$ cat src/rtl/mod_seq_monitor_if.sv
// Sample/status bundle between a mod-n counter and its sequence monitor.
// The monitor uses the slave modport; the driver of the counter value uses the master modport.
interface mod_seq_monitor_if #(
    parameter int unsigned W   = 4,
    parameter int unsigned MW  = 4,
    parameter int unsigned ECW = 8
);
    logic           en;
    logic [W-1:0]   q_in;
    logic           err_clr;
    logic           locked;
    logic           wrap_pulse;
    logic [MW-1:0]  wrap_cnt;
    logic           err;
    logic [ECW-1:0] err_cnt;

    modport master (
        output en, q_in, err_clr,
        input  locked, wrap_pulse, wrap_cnt, err, err_cnt
    );

    modport slave (
        input  en, q_in, err_clr,
        output locked, wrap_pulse, wrap_cnt, err, err_cnt
    );
endinterface

$ cat src/rtl/mod_seq_monitor.sv
// Locks onto a mod-N count sequence, emits wrap pulses/count, and tracks sequence errors.
// Optional macro MON_STALL_OK_EN: accept a repeated value while locked as a counter hold.
module mod_seq_monitor #(
    parameter int unsigned N   = 4,
    parameter int unsigned W   = 4,
    parameter int unsigned M   = 16,
    parameter int unsigned MW  = 4,
    parameter int unsigned ECW = 8
) (
    input logic               clk,
    input logic               rst,
    mod_seq_monitor_if.slave  bus
);
    localparam logic StAcq  = 1'b0;
    localparam logic StLock = 1'b1;

    localparam logic [W-1:0]  LastVal  = W'(N - 1);
    localparam logic [MW-1:0] LastWrap = MW'(M - 1);

    logic           state_q, state_d;
    logic [W-1:0]   prev_q, prev_d;
    logic           wrap_q, wrap_d;
    logic [MW-1:0]  wrap_cnt_q, wrap_cnt_d;
    logic           err_q, err_d;
    logic [ECW-1:0] err_cnt_q, err_cnt_d;

    logic [W-1:0]   expected;
    logic           hold_ok;
    logic           err_det;

    assign expected = (prev_q == LastVal) ? '0 : prev_q + 1'b1;

`ifdef MON_STALL_OK_EN
    assign hold_ok = (bus.q_in == prev_q);
`else
    assign hold_ok = 1'b0;
`endif

    always_comb begin
        state_d    = state_q;
        prev_d     = prev_q;
        wrap_d     = 1'b0;
        wrap_cnt_d = wrap_cnt_q;
        err_det    = 1'b0;

        if (bus.en) begin
            if (state_q == StAcq) begin
                if (bus.q_in == '0) begin
                    state_d = StLock;
                    prev_d  = '0;
                end
            end else begin
                if (bus.q_in == expected) begin
                    prev_d = bus.q_in;
                    // With N=1 prev is always N-1, so every accepted 0 is a wrap.
                    if (prev_q == LastVal && bus.q_in == '0) begin
                        wrap_d     = 1'b1;
                        wrap_cnt_d = (wrap_cnt_q == LastWrap) ? '0 : wrap_cnt_q + 1'b1;
                    end
                end else if (!hold_ok) begin
                    err_det = 1'b1;
                    state_d = StAcq;
                end
            end
        end
    end

    always_comb begin
        err_d     = err_q;
        err_cnt_d = err_cnt_q;
        if (bus.err_clr) begin
            err_d     = 1'b0;
            err_cnt_d = '0;
        end
        // A fresh error beats a simultaneous clear and counts from the cleared value.
        if (err_det) begin
            err_d = 1'b1;
            if (bus.err_clr) begin
                err_cnt_d = ECW'(1);
            end else if (err_cnt_q != '1) begin
                err_cnt_d = err_cnt_q + 1'b1;
            end
        end
    end

    always_ff @(posedge clk) begin
        if (rst) begin
            state_q    <= StAcq;
            prev_q     <= '0;
            wrap_q     <= 1'b0;
            wrap_cnt_q <= '0;
            err_q      <= 1'b0;
            err_cnt_q  <= '0;
        end else begin
            state_q    <= state_d;
            prev_q     <= prev_d;
            wrap_q     <= wrap_d;
            wrap_cnt_q <= wrap_cnt_d;
            err_q      <= err_d;
            err_cnt_q  <= err_cnt_d;
        end
    end

    assign bus.locked     = (state_q == StLock);
    assign bus.wrap_pulse = wrap_q;
    assign bus.wrap_cnt   = wrap_cnt_q;
    assign bus.err        = err_q;
    assign bus.err_cnt    = err_cnt_q;
endmodule

$ cat src/flat_wrapper.sv
// flat-port wrapper written by rule: the top's interface ports become plain ports
module mod_seq_monitor_flat 
#(
    parameter int unsigned N   = 4,
    parameter int unsigned W   = 4,
    parameter int unsigned M   = 16,
    parameter int unsigned MW  = 4,
    parameter int unsigned ECW = 8
)
  (clk, rst, bus_en, bus_q_in, bus_err_clr, bus_locked, bus_wrap_pulse, bus_wrap_cnt, bus_err, bus_err_cnt);
  mod_seq_monitor_if #(.W(W), .MW(MW), .ECW(ECW)) bus_i ();
  input logic clk;
  input logic rst;
  input wire logic [$bits(bus_i.en)-1:0] bus_en;
  input wire logic [$bits(bus_i.q_in)-1:0] bus_q_in;
  input wire logic [$bits(bus_i.err_clr)-1:0] bus_err_clr;
  output wire logic [$bits(bus_i.locked)-1:0] bus_locked;
  output wire logic [$bits(bus_i.wrap_pulse)-1:0] bus_wrap_pulse;
  output wire logic [$bits(bus_i.wrap_cnt)-1:0] bus_wrap_cnt;
  output wire logic [$bits(bus_i.err)-1:0] bus_err;
  output wire logic [$bits(bus_i.err_cnt)-1:0] bus_err_cnt;
  assign bus_i.en = bus_en;
  assign bus_i.q_in = bus_q_in;
  assign bus_i.err_clr = bus_err_clr;
  assign bus_locked = bus_i.locked;
  assign bus_wrap_pulse = bus_i.wrap_pulse;
  assign bus_wrap_cnt = bus_i.wrap_cnt;
  assign bus_err = bus_i.err;
  assign bus_err_cnt = bus_i.err_cnt;
  mod_seq_monitor #(.N(N), .W(W), .M(M), .MW(MW), .ECW(ECW)) u_core (.clk(clk), .rst(rst), .bus(bus_i));
endmodule
$ cat config.mk
export PLATFORM = sky130hd
export DESIGN_NAME = mod_seq_monitor_flat
export DESIGN_NICKNAME = d
export VERILOG_FILES = /design/src/rtl/mod_seq_monitor_if.sv /design/src/rtl/mod_seq_monitor.sv /design/src/flat_wrapper.sv
export SDC_FILE = /design/constraint.sdc
export NUM_CORES = 1
export LEC_CHECK = 0
export ABC_AREA = 1
export CORE_ASPECT_RATIO = 1.25
export CORE_UTILIZATION = 52
export DETAILED_ROUTE_END_ITERATION = 8
export PLACE_DENSITY = 0.79
export SKIP_LAST_GASP = 1
export SLEW_MARGIN = 20
export SYNTH_ARGS = -nofsm -noshare
export SYNTH_HDL_FRONTEND = slang
export SYNTH_SLANG_ARGS = --single-unit
$ cat constraint.sdc
create_clock -name clk -period 1.9 [get_ports clk]
set_clock_uncertainty 0.05 [all_clocks]
set_input_delay 0.38 -clock clk [delete_from_list [all_inputs] [get_ports clk]]
set_output_delay 0.38 -clock clk [all_outputs]
set_load 0.1 [all_outputs]
Word level (Yosys, flattened, before mapping):

Cells that the tools add are included.

* bits in registers: 19
* input bits: 8

* add/sub/neg operators: 3
* multiplexer cells: 18
* reductions and logical operators: 7
* equal/unequal tests: 5
* bitwise gates (word level): 3

Operators with widths (number)
* 2-to-1 mux 8 bit: 4
* 2-to-1 mux 4 bit: 5
* 2-to-1 mux 1 bit: 9
* adder 4 x 1 -> 4 bit, second input constant: 2
* adder 8 x 1 -> 8 bit, second input constant: 1
* != test 8 bit, second input constant: 1
* equality test 4 x 2 -> 1 bit, second input constant: 1
* equality test 4 bit: 1
* equality test 4 bit, second input constant: 1
* zero test 4 bit: 1
* AND reduction 4 bit: 1
* nonzero test 2 bit: 2
* OR reduction 4 bit: 1
* inverter 1 bit: 3
* AND reduction 3 bit: 1
* != test 2 bit, second input constant: 1
* logical AND 1 bit: 1

Depth between registers and ports, before layout:

Gate-level depths: netlist of run 1.

* depth after elaboration: 7
* mapped depth: 12

Least setup slack after synthesis of run 1:

No wires, ideal clock.

* path type: reg2reg
* start: register u_core.err_cnt_q[0] (netlist: u_core.bus.err_cnt[0])
* end: register u_core.err_cnt_q[3] (netlist: u_core.bus.err_cnt[3])
* slack: -311 ps
* buffers on the path: 0
* data arrival time: 2090 ps
* cell stages (with the launch flop): 8
* clock period less this slack: 2211 ps
* cell sequence: dfxtp_1 ha_1 inv_1 nor2_4 nand2_1 a21oi_1 nand4_1 a21oi_1

* cells in the longest elaborated chain, start to end: 4
* elaborated cells between the ends (all ways): 5

RTL lines
* start, declared: line mod_seq_monitor.sv:25 `logic [ECW-1:0] err_cnt_q, err_cnt_d;`
* start signal, assigned: line mod_seq_monitor.sv:100 `err_cnt_q <= err_cnt_d;`
* adder 8 x 1 -> 8 bit / != test 8 bit (equally long branches): line mod_seq_monitor.sv:81, mod_seq_monitor.sv:80
* 2-to-1 mux 8 bit *: line mod_seq_monitor.sv:80 `end else if (err_cnt_q != '1) begin`
* 2-to-1 mux 8 bit *: line mod_seq_monitor.sv:78 `if (bus.err_clr) begin`
* 2-to-1 mux 8 bit *: line mod_seq_monitor.sv:76 `if (err_det) begin`

Every way passes the cells marked *; elsewhere a longest branch is shown, timed or not.
A chain may end at the register's enable or synchronous reset.

Worst setup path in the final report of run 1:

* start: register u_core.prev_q[0]
* end: register u_core.wrap_cnt_q[1] (netlist: u_core.bus.wrap_cnt[1])

* cells in the longest elaborated chain, start to end: 4
* elaborated cells between the ends (all ways): 6

RTL lines
* start, declared: line mod_seq_monitor.sv:21 `logic [W-1:0] prev_q, prev_d;`
* start signal, assigned: line mod_seq_monitor.sv:96 `prev_q <= prev_d;`
* adder 4 x 1 -> 4 bit / equality test 4 x 2 -> 1 bit (equally long branches): line mod_seq_monitor.sv:31, mod_seq_monitor.sv:56
* 2-to-1 mux 4 bit: line mod_seq_monitor.sv:31 `assign expected = (prev_q == LastVal) ? '0 : prev_q + 1'b1;`
* equality test 4 bit: line mod_seq_monitor.sv:53 `if (bus.q_in == expected) begin`
* AND reduction 4 bit (no line) *
* end signal, assigned: line mod_seq_monitor.sv:98 `wrap_cnt_q <= wrap_cnt_d;`
* end, declared: line mod_seq_monitor.sv:23 `logic [MW-1:0] wrap_cnt_q, wrap_cnt_d;`

Marked as above.

==> results.toml, run 1 <==
[sta]
tightest_slew_ns = 0.4004
setup_viol = 0
period_needed_ns = 1.780
maxSlewHeadroom_pct = 73.31
final_number_of_hold_violating_endpoints = 0
fin_crit_sh_pct = 93.69
finalMaxSlewViolations = 0
clock.fmax_mhz = 561.7
fin_tns_setup_ns = 0
grt_setup_unrepaired = "false"

[placed_design]
numPlacedInstances = 261
place.port_buffers = 22
place.detailed.hpwl_um = 2649
globalplace.congestion = 0.8909

[clock_network]
clock-root-buffer = "clkbuf_4"
cts_buffer_depth = 2
cts.sink_count = 19
htree_levels = 1
tritoncts = "yes"
insertion_delay_ns = 0.30
cts-buffers-inserted = 3
postCtsHoldBufs = 0
clkTransAtPathRegs_ns = 0.11

[yosys]
synth_most_common_cell = "nand2_1"
post_synth_inst_count = 204
ys_seq_area_share_pct = 28.82
synth_top_cells_by_area = "dfxtp_1 (29%), nand2_1 (16%), nand3_1 (8.3%)"
yosys_most_used_dff = "dfxtp_1"
synth_warnings = 0
synthesis.area_per_instance_um2 = 6.471
synth_top_cell_by_area = "dfxtp_1"
synth_top_cells_by_count = "nand2_1 (57), inv_1 (23), nand3_1 (22)"
number_of_flops_mapped_to_enable_cells_by_yosys = 0
async_flop_share_pct = 0
postSynthRegisterBits = 19
netlist_area_um2 = 1320
net_count_after_synthesis = 215
yosysTopAreaCellShare_pct = 28.82
synth.distinct_cells = 24

[cells_and_area]
n_antenna_cell = 0
area.growth.synth_to_final_pct = 36.11
fin_nets = 244
final_layout_size_suffix_gt1_share_pct = 24.14
layoutNonFillerInstCount = 265

[status]
outcome = "finished, final reports clean"

[global_route]
global_route.usage.total_pct = 27.49
first_global_vias = 1341
antenna_found_initial = 0
gr-total-overflow = 0
grt_start_max_net_pins = 19
global_route_wire_length_before_repair_um = 5520

[worst_setup_path]
critical_path_startpoint_category = "flop"
worst-r2r-cell-count = 8
worstPathRequired_ns = 2.10
timing.critical_path.fanout_max = 8
critical_path_end_type = "flop"
crit_type = "flop to flop"
crit_arrival_ns = 1.98

[pwr]
vdd.ir_drop.worst_mv = 0.3433
cell_internal_pwr_uw = 518.3
total_leakage_power_nw = 0.6926
power.net_switching_uw = 181.4
powerDensity_nw_per_um2 = 389.5
p_sw_share_pct = 25.93
clock_network_fraction_of_total_power_pct = 29.5
pwr-share-comb_pct = 12.9
power.share.sequential_pct = 57.6

[detailed_routing]
total_via_count_after_detailed_routing = 1417
drt-vias-per-instance = 5.347
routed_wirelength_um = 3271
drtPass1Iterations = 4
dr.first_iter.drc_count = 42
final_antenna_net_count = 0
wl_per_instance_um = 12.34
drc_errors = 0

[floorplanning]
die_area_um2 = 2745
floorplan.initialDensity_pct = 54.38
chipHeight_um = 58.33
floorplan.core_area_um2 = 2427
die-width_um = 47.07
io_pins = 23
placement_rows = 20

[flow_run]
drv_cap = 0

[hold_path]
hold_class = "flop to flop"
hold_path_depth = 2
-- kinds of logic (layout without fill, tap and decap cells) --
kind of cell | Yosys count | in the layout | share of synthesized area, %
and+or+nand+nor | 126 | 126 | 48.72
buffers and inverters | 28 | 56 | 8.056
AOI/OAI and AO/OA | 26 | 26 | 10.24
DFF | 19 | 19 | 28.81
adders and majority gates | 3 | 3 | 2.844
xor gates and xnor gates | 2 | 2 | 1.327
-- routing by layer --
layer	part of all wire [%]	global-route usage, %	up-vias
li1	-	-	735
met3	3.5	2.761	11
met4	2.9	13.47	0
met2	53	48.61	48
met1	40	31.53	623
met5	0	0	-
-- registers in the layout (all words and copies together), names as in the netlist --
signal / cells
u_core.bus.err_cnt: 8
u_core.bus.locked: 1
u_core.bus.err: 1
u_core.prev_q: 4
u_core.bus.wrap_pulse: 1
u_core.bus.wrap_cnt: 4
-- worst max-delay path: stages (launching register included) --
cell	delay (ns)
dfxtp_2	0.35
ha_1	0.30
xor2_1	0.18
nand3b_2	0.27
nor2_8	0.21
nand3_4	0.12
nor2_4	0.13
nand2_1	0.06
nand2_1	0.05
-- cell usage in the layout (no fill, tap or decap) --
cell type | synthesis | final
ha_1 | 3 | 2
buf_12 | 0 | 14
xor2_1 | 2 | 2
nand2_4 | 1 | 1
a31oi_1 | 2 | 2
buf_4 | 0 | 8
a21oi_1 | 21 | 21
nor2_4 | 2 | 2
clkbuf_1 | 4 | 1
inv_1 | 23 | 23
nor2_8 | 1 | 1
nor2_1 | 16 | 16
nand2_2 | 6 | 6
a21boi_0 | 1 | 1
nor3_4 | 1 | 1
nand3b_2 | 1 | 1
ha_2 | 0 | 1
or2_2 | 1 | 1
clkdlybuf4s50_1 | 0 | 7
nor3_1 | 1 | 1
nand3_4 | 2 | 2
dfxtp_2 | 0 | 13
nand2_1 | 57 | 57
clkbuf_4 | 0 | 3
nand4_1 | 13 | 13
nand3_1 | 22 | 22
o21ai_0 | 2 | 2
dfxtp_1 | 19 | 6
nor2_2 | 2 | 2
-- final timing paths --
check                      endpoint  slack, ns             start
max          u_core.bus.wrap_cnt[1]       0.12  u_core.prev_q[0]
min reg2reg        u_core.prev_q[0]       0.46  u_core.prev_q[0]
max reg2reg  u_core.bus.wrap_cnt[1]       0.12  u_core.prev_q[0]
min                u_core.prev_q[0]       0.46  u_core.prev_q[0]
-- final cells by class --
cell class	instances	area (um^2)
Fill cell	203	630.6
Tap cell	33	41.29
Sequential cell	19	396.6
Clock buffer	4	26.28
Timing Repair Buffer	29	410.4
Multi-Input combinational cell	157	835.8
Inverter	23	86.33
-- power groups by stage --
stage	clock, mW	sequential (mW)	combinational, mW
floorplan	0	0.416	0.0426
global placement	0	0.412	0.0884
detailed placement	0	0.412	0.0907
CTS	0.212	0.403	0.0908
global route	0.229	0.404	0.0984
finish	0.206	0.403	0.0906
-- metrics by stage --
step                      power (mW)  setup slack, ns  util [%]  hold slack, ns  area, um^2
after CTS                     0.7058          0.08764     73.87          0.4586        1793
final                         0.6998           0.1198     74.02          0.4567        1797
after global routing          0.7312          0.01100     74.02          0.4750        1797
after floorplan               0.4584          0.05553         -          0.3917        1335
after global placement        0.5005         -0.03704     72.78          0.4391        1767
after detailed placement      0.5027         -0.09215     72.78          0.4458        1767
-- repair_timing --
action,4_1_cts,5_1_grt
buffers inserted,0,0
setup endpoints to repair,0,4
resized for setup,0,2
(Power assumes the default switching activity.)
==> inputs of run 2 (changes only) <==
- CAP_MARGIN: unset -> 5
- REMOVE_ABC_BUFFERS: unset -> 1
==> results.toml, run 2 (synthesis gave the netlist of run 1 again) <==
[status]
outcome = "finished, final reports clean"

[worst_setup_path]
worstPathRequired_ns = 2.11
crit_reg_reg_endpoint = "u_core.bus.wrap_cnt[1]"
regToRegSetupSlack_ns = 0.11
timing.critical_path.fanout_max = 8
critical_path_end_type = "flop"
crit_type = "flop to flop"
critical_path_startpoint_category = "flop"
crit_arrival_ns = 2.00
worst-r2r-cell-count = 8
r2r-start = "u_core.prev_q[1]"
critPathLaunch = "u_core.prev_q[1]"

[cells_and_area]
max_reg_flops = 8
area.growth.synth_to_final_pct = 36.49
n_antenna_cell = 0
multi_input_comb_area_um2 = 833.3
final_layout_size_suffix_gt1_share_pct = 19.57
final.fill_count = 210
ff_latch_area_um2 = 381.6
layout_common_cells = "nand2_1 (57), inv_1 (23), nand3_1 (22)"
layoutNonFillerInstCount = 268
layout_commonest_cell = "nand2_1"
fin_nets = 247

[pwr]
total_leakage_power_nw = 0.7065
vdd.ir_drop.worst_mv = 0.2761
power.net_switching_uw = 186.8
pwr-share-comb_pct = 13.3
p_sw_share_pct = 26.49
cell_internal_pwr_uw = 518.3
clock_network_fraction_of_total_power_pct = 29.8
power.share.sequential_pct = 56.9
powerDensity_nw_per_um2 = 391.3
total_power_uw = 705.1

[sta]
period_needed_ns = 1.794
tightest_slew_ns = 0.3779
fin_crit_sh_pct = 94.43
finalMaxSlewViolations = 0
final_number_of_hold_violating_endpoints = 0
grt_setup_unrepaired = "false"
setup_viol = 0
maxSlewHeadroom_pct = 74.77
clock.fmax_mhz = 557.3

[detailed_routing]
drc_errors = 0
routed_wirelength_um = 3374
dr.first_iter.drc_count = 69
total_via_count_after_detailed_routing = 1486
final_antenna_net_count = 0
drtPass1Iterations = 5
drt-vias-per-instance = 5.545
wl_per_instance_um = 12.59

[clock_network]
htree_levels = 1
clock-root-buffer = "clkbuf_4"
insertion_delay_ns = 0.30
clkTransAtPathRegs_ns = 0.11
cts_post_setup_buffers_inserted = 0
cts.sink_count = 19
cts-buffers-inserted = 3
tritoncts = "yes"
cts_buffer_depth = 2

[global_route]
grt_start_max_net_pins = 14
global_route_wire_length_before_repair_um = 5326
first_global_vias = 1296
gr-total-overflow = 0
antenna_found_initial = 0
global_route.usage.total_pct = 26.63

[flow_run]
drv_cap = 0

[floorplanning]
die_area_um2 = 2745
placement_rows = 20
floorplan.core_area_um2 = 2427
die-width_um = 47.07
io_pins = 23
floorplan.initialDensity_pct = 54.38
chipHeight_um = 58.33

[hold_path]
hold_path_depth = 2
hold_class = "flop to flop"
hold_end = "u_core.prev_q[0]"
worstHoldStart = "u_core.prev_q[0]"

[placed_design]
numPlacedInstances = 264
place.detailed.hpwl_um = 2676
place.port_buffers = 22
globalplace.congestion = 0.8678
==> run 2: cell types whose count changed in the layout (fill, tap and decap cells not counted), sizes merged <==
cell / before / now
buf: 22 / 25
==> run 2: worst max-delay path, cell delays in order, from the launching register on <==
cell,delay (ns)
dfxtp_1,0.41
ha_1,0.26
xor2_1,0.18
nand3b_2,0.27
nor2_8,0.21
nand3_4,0.13
nor2_4,0.12
nand2_1,0.06
nand2_1,0.05
==> run 2: metal layers <==
layer / global-route usage [%] / vias up / routed length (um)
li1: - / 731 / -
met5: 0 / - / 0
met3: 2.761 / 12 / 136
met2: 51.59 / 56 / 1890
met1: 29.21 / 687 / 1285
met4: 6.531 / 0 / 61
==> run 2: worst max path at each step <==
stage,end,slack [ns],depth (start not counted)
final,u_core.bus.wrap_cnt[1],0.11,8
after detailed placement,u_core.bus.wrap_cnt[0],-0.1,11
after global routing,u_core.bus.err_cnt[7],0.004,11
after global placement,u_core.bus.wrap_cnt[0],-0.02,11
after floorplan,u_core.bus.err_cnt[3],-0.35,7
after CTS,u_core.bus.wrap_cnt[0],0.09,8
==> run 2: area by class of cell <==
| type | count | area share (%) |
|---|---|---|
| clock buffer | 4 | 1.458 |
| multi-input combinational | 157 | 46.25 |
| inverter | 23 | 4.792 |
| timing repair buffer | 32 | 24.03 |
| tap | 33 | 2.292 |
| sequential | 19 | 21.18 |
==> run 2: stage by stage <==
step / TNS (ns) / setup WS (ns) / instance area [um^2] / util (%) / hold WS [ns]
floorplan: -2.966 / -0.3549 / 1300 / - / 0.3991
global placement: -0.03264 / -0.01745 / 1774 / 73.09 / 0.4421
detailed placement: -0.9095 / -0.09551 / 1774 / 73.09 / 0.4655
CTS: 0 / 0.08504 / 1800 / 74.18 / 0.4810
global route: 0 / 0.004140 / 1802 / 74.23 / 0.4936
finish: 0 / 0.1058 / 1802 / 74.23 / 0.4757
==> run 2: repair_timing <==
item                                    in CTS  in global routing
endpoints found under the setup margin       0                  2
hold buffers                                 0                  0
resized for setup                            0                  1
==> run 2: power groups by stage <==
stage / registers, mW / clock network (mW) / logic, mW
2_1_floorplan: 0.418 / 0 / 0.0324
3_3_place_gp: 0.410 / 0 / 0.0893
3_5_place_dp: 0.410 / 0 / 0.0925
4_1_cts: 0.401 / 0.211 / 0.0926
5_1_grt: 0.401 / 0.226 / 0.101
6_report: 0.401 / 0.210 / 0.0937
==> inputs of run 3 (changes only) <==
- CTS_CLUSTER_SIZE: unset -> 12
- REMOVE_ABC_BUFFERS: 1 -> unset
==> results of run 3 <==
The final DEF is identical to that of run 1; final timing and power are the same.
